`config.mk`:
```
export PLATFORM = sky130hd
export DESIGN_NAME = ksa16_sub_pipe_flat
export DESIGN_NICKNAME = d
export VERILOG_FILES = /design/src/rtl/ksa16_sub_pipe_pkg.sv /design/src/rtl/ksa16_sub_pipe_if.sv /design/src/rtl/ksa_prefix_cell.sv /design/src/rtl/ksa16_sub_pipe.sv /design/src/flat_wrapper.sv
export SDC_FILE = /design/constraint.sdc
export NUM_CORES = 1
export LEC_CHECK = 0
export ABC_CLOCK_PERIOD_IN_PS = 1700
export CAP_MARGIN = 20
export CORE_ASPECT_RATIO = 1.75
export CORE_MARGIN = 2
export CORE_UTILIZATION = 45
export CTS_BUF_LIST = sky130_fd_sc_hd__clkbuf_8
export DETAILED_ROUTE_END_ITERATION = 8
export GPL_ROUTABILITY_DRIVEN = 0
export PLACE_DENSITY = 0.66
export SLEW_MARGIN = 5
export SYNTH_ARGS = -nofsm -noshare
export SYNTH_HDL_FRONTEND = slang
export SYNTH_SLANG_ARGS = --single-unit
```
`constraint.sdc`:
```
create_clock -name wb_clk_i -period 1.7 [get_ports wb_clk_i]
set_input_delay 0.51 -clock wb_clk_i [delete_from_list [all_inputs] [get_ports wb_clk_i]]
set_output_delay 0.51 -clock wb_clk_i [all_outputs]
set_load 0.005 [all_outputs]
```
`src/rtl/ksa16_sub_pipe_pkg.sv`:
```
// Shared constants and payload types for the 16-bit Kogge-Stone subtractor pipeline.
package ksa16_sub_pipe_pkg;

   localparam int unsigned KSA_W       = 16;
   localparam int unsigned KSA_LVLS    = 4;
   localparam int unsigned KSA_S1_LVLS = 2;
   localparam int unsigned KSA_SPAN1   = 1;
   localparam int unsigned KSA_SPAN2   = 2;
   localparam int unsigned KSA_SPAN4   = 4;
   localparam int unsigned KSA_SPAN8   = 8;

   // Stage-1 payload: half sum, partial prefix G/P, operand sign bits.
   typedef struct packed {
      logic [KSA_W-1:0] hs;
      logic [KSA_W-1:0] g;
      logic [KSA_W-1:0] p;
      logic             a_msb;
      logic             b_msb;
   } s1_t;

   typedef struct packed {
      logic [KSA_W-1:0] diff;
      logic             borrow;
      logic             ovf;
   } res_t;

   function automatic int unsigned ksa_span(int unsigned lvl);
      case (lvl)
         0:       return KSA_SPAN1;
         1:       return KSA_SPAN2;
         2:       return KSA_SPAN4;
         default: return KSA_SPAN8;
      endcase
   endfunction

endpackage

```
`src/rtl/ksa16_sub_pipe_if.sv`:
```
// Operand/result handshake bundle for ksa16_sub_pipe.
interface ksa16_sub_pipe_if;
   import ksa16_sub_pipe_pkg::*;

   logic             in_valid;
   logic             in_ready;
   logic [KSA_W-1:0] a;
   logic [KSA_W-1:0] b;
   logic             out_valid;
   logic             out_ready;
   logic [KSA_W-1:0] diff;
   logic             borrow;
   logic             ovf;

   modport master (
      output in_valid, a, b, out_ready,
      input  in_ready, out_valid, diff, borrow, ovf
   );

   modport slave (
      input  in_valid, a, b, out_ready,
      output in_ready, out_valid, diff, borrow, ovf
   );

endinterface

```
`src/rtl/ksa_prefix_cell.sv`:
```
// Kogge-Stone black cell; used as a gray cell by ignoring p.
module ksa_prefix_cell (
   input  logic gh,
   input  logic ph,
   input  logic gl,
   input  logic pl,
   output logic g,
   output logic p
);

   assign g = gh | (ph & gl);
   assign p = ph & pl;

endmodule

```
`src/rtl/ksa16_sub_pipe.sv`:
```
// Two-stage pipelined a - b using a Kogge-Stone prefix network (span 1/2 in stage 1, span 4/8 in stage 2).
module ksa16_sub_pipe
   import ksa16_sub_pipe_pkg::*;
(
`ifdef USE_POWER_PINS
   inout wire              vdd,
   inout wire              vss,
`endif
   input  logic            wb_clk_i,
   input  logic            wb_rst_n,
   ksa16_sub_pipe_if.slave bus
);

   logic             s1_valid;
   logic             s2_valid;
   logic             s1_adv;
   logic             s2_adv;
   s1_t              s1_d;
   s1_t              s1_q;
   res_t             res_d;
   res_t             res_q;
   logic [KSA_W-1:0] hs;
   logic [KSA_W-1:0] g0;
   logic [KSA_W-1:0] c;
   logic             p_unused;

   assign s2_adv       = !s2_valid || bus.out_ready;
   assign s1_adv       = !s1_valid || s2_adv;
   assign bus.in_ready = s1_adv;

   // a + ~b + 1: the carry-in is folded into bit 0 as g0 | p0.
   assign hs = bus.a ^ ~bus.b;
   assign g0 = (bus.a & ~bus.b) | KSA_W'(hs[0]);

   for (genvar k = 0; k < KSA_LVLS; k++) begin : g_lvl
      logic [KSA_W-1:0] gi;
      logic [KSA_W-1:0] pi;
      logic [KSA_W-1:0] go;
      logic [KSA_W-1:0] po;

      if (k == 0) begin : g_in
         assign gi = g0;
         assign pi = hs;
      end else if (k == KSA_S1_LVLS) begin : g_reg
         assign gi = s1_q.g;
         assign pi = s1_q.p;
      end else begin : g_prev
         assign gi = g_lvl[k-1].go;
         assign pi = g_lvl[k-1].po;
      end

      for (genvar i = 0; i < KSA_W; i++) begin : g_bit
         if (i >= int'(ksa_span(k))) begin : g_cell
            ksa_prefix_cell u_cell (
               .gh (gi[i]),
               .ph (pi[i]),
               .gl (gi[i - int'(ksa_span(k))]),
               .pl (pi[i - int'(ksa_span(k))]),
               .g  (go[i]),
               .p  (po[i])
            );
         end else begin : g_pass
            assign go[i] = gi[i];
            assign po[i] = pi[i];
         end
      end
   end

   // Final-level group propagate has no consumer.
   assign p_unused = ^g_lvl[KSA_LVLS-1].po;

   always_comb begin
      s1_d       = '0;
      s1_d.hs    = hs;
      s1_d.g     = g_lvl[KSA_S1_LVLS-1].go;
      s1_d.p     = g_lvl[KSA_S1_LVLS-1].po;
      s1_d.a_msb = bus.a[KSA_W-1];
      s1_d.b_msb = bus.b[KSA_W-1];
   end

   assign c = g_lvl[KSA_LVLS-1].go;

   always_comb begin
      res_d        = '0;
      res_d.diff   = s1_q.hs ^ {c[KSA_W-2:0], 1'b1};
      res_d.borrow = ~c[KSA_W-1];
      res_d.ovf    = (s1_q.a_msb != s1_q.b_msb) && (res_d.diff[KSA_W-1] != s1_q.a_msb);
   end

   // Each stage loads only when it can advance; otherwise it holds.
   always_ff @(posedge wb_clk_i or negedge wb_rst_n) begin
      if (!wb_rst_n) begin
         s1_valid <= 1'b0;
         s2_valid <= 1'b0;
         s1_q     <= '0;
         res_q    <= '0;
      end else begin
         if (s1_adv) begin
            s1_valid <= bus.in_valid;
            s1_q     <= s1_d;
         end
         if (s2_adv) begin
            s2_valid <= s1_valid;
            res_q    <= res_d;
         end
      end
   end

   assign bus.out_valid = s2_valid;
   assign bus.diff      = res_q.diff;
   assign bus.borrow    = res_q.borrow;
   assign bus.ovf       = res_q.ovf;

endmodule

```
`src/flat_wrapper.sv`:
```
// flat-port wrapper written by rule: the top's interface ports become plain ports
module ksa16_sub_pipe_flat import ksa16_sub_pipe_pkg::*;
  (wb_clk_i, wb_rst_n, bus_in_valid, bus_a, bus_b, bus_out_ready, bus_in_ready, bus_out_valid, bus_diff, bus_borrow, bus_ovf);
  ksa16_sub_pipe_if bus_i ();
  input  logic wb_clk_i;
  input  logic wb_rst_n;
  input wire logic [$bits(bus_i.in_valid)-1:0] bus_in_valid;
  input wire logic [$bits(bus_i.a)-1:0] bus_a;
  input wire logic [$bits(bus_i.b)-1:0] bus_b;
  input wire logic [$bits(bus_i.out_ready)-1:0] bus_out_ready;
  output wire logic [$bits(bus_i.in_ready)-1:0] bus_in_ready;
  output wire logic [$bits(bus_i.out_valid)-1:0] bus_out_valid;
  output wire logic [$bits(bus_i.diff)-1:0] bus_diff;
  output wire logic [$bits(bus_i.borrow)-1:0] bus_borrow;
  output wire logic [$bits(bus_i.ovf)-1:0] bus_ovf;
  assign bus_i.in_valid = bus_in_valid;
  assign bus_i.a = bus_a;
  assign bus_i.b = bus_b;
  assign bus_i.out_ready = bus_out_ready;
  assign bus_in_ready = bus_i.in_ready;
  assign bus_out_valid = bus_i.out_valid;
  assign bus_diff = bus_i.diff;
  assign bus_borrow = bus_i.borrow;
  assign bus_ovf = bus_i.ovf;
  ksa16_sub_pipe u_core (.wb_clk_i(wb_clk_i), .wb_rst_n(wb_rst_n), .bus(bus_i));
endmodule
```
==> run_results.csv <==
group,metric,value,unit
critical_path,critPathRequiredTime,1930,ps
drt,vias,2792,
timing,whs,81.92,ps
cts,clk_latency,340,ps
cts,cts_buffer_depth,2,
timing,slew_headroom,72.41,%
floorplan,fp.dieArea,7967,um2
logic_synthesis,async_reset_ff_share,100.0,%
timing,hold_violations,0,
global_route,grt_pass1_wl,12140,um
floorplan,placeableCoreArea,7131,um2
logic_synthesis,synth_seq_area_share,50.67,%
finish,nets,498,
logic_synthesis,synth-seq-cells,66,
logic_synthesis,yosysTopAreaCell,"dfrtp_1",
critical_path,critPathCaptureType,"register",
logic_synthesis,synth_cell_type_count,33,
timing,timing.fmax,0.5948,GHz
global_route,grt_usage,20.64,%
finish,multi_input_area,1574,um2
hold_path,hold_path.class,"primary input to async pin",
placed_design,io_buffers,55,
timing,rsz0062_at_grt,"yes",
logic_synthesis,syn_nets,408,
drt,avgViaCountPerCell,5.199,
placed_design,hpwlAfterDp,5227,um
critical_path,critPathArrivalTime,1910,ps
logic_synthesis,ys_warn_count,0,
timing,tightest_slew,413.8,ps
floorplan,rows,41,
floorplan,io_pins,56,
timing,min_period_over_period,98.90,%
floorplan,die_y,116.6,um
drt,routed_wl,7344,um
cts,ctsHoldBuffers,0,
global_route,antenna_found_initial,0,
floorplan,die_w,68.34,um
critical_path,reg2reg_to,"u_core.bus.ovf",
logic_synthesis,synth.avg_cell_area,9.156,um2
global_route,grt_pass1_vias,2622,
logic_synthesis,syn-instance-count,356,
drt,drc,0,
global_route,grt_overflow,0,
timing,slew_violations,0,
drt,avgRoutedWirePerCell,13.68,um
timing,finClkSkew,4.843,ps
finish,fillers,648,
cts,cts_tree,"done",
drt,antenna_left,0,
flow_run,maxCapViolCount,0,
timing,layout_min_cycle_time,1681,ps
timing,finalSetupViolCount,0,
logic_synthesis,synth_area_leaders,"dfrtp_1 (51%), nand2_1 (8.4%), a21o_1 (6.2%)",
logic_synthesis,synth_area,3259,um2
finish,layout.area.seq,1652,um2
global_route,grt_max_degree,62,
finish,final_util,62.71,%
logic_synthesis,synth_top_cell_area_share,50.67,%
cts,clkTransAtPathRegs,70,ps
critical_path,start_kind,"primary input",
critical_path,worstPathMaxFanout,2,
finish,drive_above_1_share,17.74,%
floorplan,initial_utilization,45.71,%
status,outcome,"complete, no violations",
cts,cts_buffers,9,
drt,drtIter0Drc,159,
pwr,peakVddDrop,541.9,uV
logic_synthesis,synth.most_common_cell,"nand2_1",
cts,cts_sinks,66,
drt,firstDrtPassIters,4,
critical_path,crit_type,"primary input to register",
logic_synthesis,ys_top_cells_by_count,"nand2_1 (73), dfrtp_1 (66), a21oi_1 (29), a21o_1 (27), inv_1 (23)",
critical_path,r2r_cells,4,
cts,cts_root_buf,"clkbuf_8",
pwr,p_leak,2.251,nW
pwr,power_density,947.4,nW/um2
critical_path,rrSetupSlack,90,ps
critical_path,rr_startpoint,"u_core.s1_q[49]",
finish,areaGrowthSynthToFinish,37.20,%
logic_synthesis,synth_edf_count,0,
finish,num_antenna_cells,0,
logic_synthesis,synth_ff_type,"dfrtp_1",
cts,h-tree-depth,3,
## metrics by stage
stage,total power [mW],cell area (um2),std cells,TNS (ps),setup slack (ps)
final,4.237,4472,537,0,18.67
after global routing,4.500,4472,537,-58.69,-26.42
after CTS,4.228,4332,536,0,2.196
after detailed placement,3.138,4121,513,-17940,-631.7
after global placement,3.108,4121,513,-17640,-638.4
after floorplan,2.530,3259,356,0,17.70
## flip-flops by register name, summed over array words and instances (netlist names)
signal	count
u_core.bus.out_valid	1
u_core.g_lvl.pi	13
u_core.bus.borrow	1
u_core.g_lvl.gi	16
u_core.s1_valid	1
u_core.s1_q	17
u_core.bus.diff	16
u_core.bus.ovf	1
## logic make-up after synthesis
family	after synthesis	synth area share [%]
xor+xnor	12	3.225
compound gates	97	18.96
buf+inv	45	5.297
simple gates	120	15.70
fa+ha+maj	16	6.142
flops	66	50.67
## per-layer routing
metal	GRT usage (%)	routed length, um
met5	0	0
met4	8.267	139
met3	4.335	207
met2	34.17	3788
met1	25.89	3209
## cell type report
class,count,area share (%)
clock inverters,6,0.6156
clock buffers,10,3.078
well taps,86,2.406
inverters,24,2.071
flip-flops and latches,66,36.93
repair buffers,100,19.70
multi-input cells,245,35.20
## how the worst max path moves through the flow
stage                              from                      to  slack, ps  cells past startpoint
after floorplan               bus_b[10]  u_core.g_lvl[2].gi[12]         20                      7
after global placement    bus_out_ready            bus_in_ready       -640                      5
after detailed placement  bus_out_ready            bus_in_ready       -630                      5
after CTS                     bus_b[10]  u_core.g_lvl[2].gi[12]          2                      7
after global routing           bus_b[3]   u_core.g_lvl[2].gi[5]        -30                      7
final                          bus_b[3]   u_core.g_lvl[2].gi[5]         20                      7
## worst max-delay path, cell delays in order
cell,delay (ps)
clkdlybuf4s50_1,450
inv_1,40
ha_1,290
nand2_1,80
nand2_1,60
a311o_1,360
o21a_1,120
## layout by cell type, fill, tap and decap left out, drive strengths merged, types with 5 or more instances in the layout
| master | n |
|---|---|
| a21oi | 29 |
| buf | 47 |
| nand2 | 73 |
| clkdlybuf4s50 | 33 |
| clkbuf | 10 |
| o21ai | 21 |
| ha | 16 |
| dlygate4sd2 | 19 |
| nor2 | 19 |
| nand4 | 8 |
| a21o | 27 |
| nor3 | 5 |
| dfrtp | 66 |
| xnor2 | 9 |
| inv | 28 |
## report_power, final
group          internal [mW]  total (mW)  switching, mW  leakage, nW
combinational          0.625        1.17          0.548         1.35
clock                  0.545        1.10          0.558       0.0973
sequential              1.82        1.96          0.140        0.800
total                   2.99        4.24           1.25         2.25
## repair_timing
action                     4_1_cts  5_1_grt
setup buffers                    7        1
gates resized for setup         32       20
setup endpoints to repair       41       17
pin swaps                        2       10
Power figures use the tool's default switching activity.
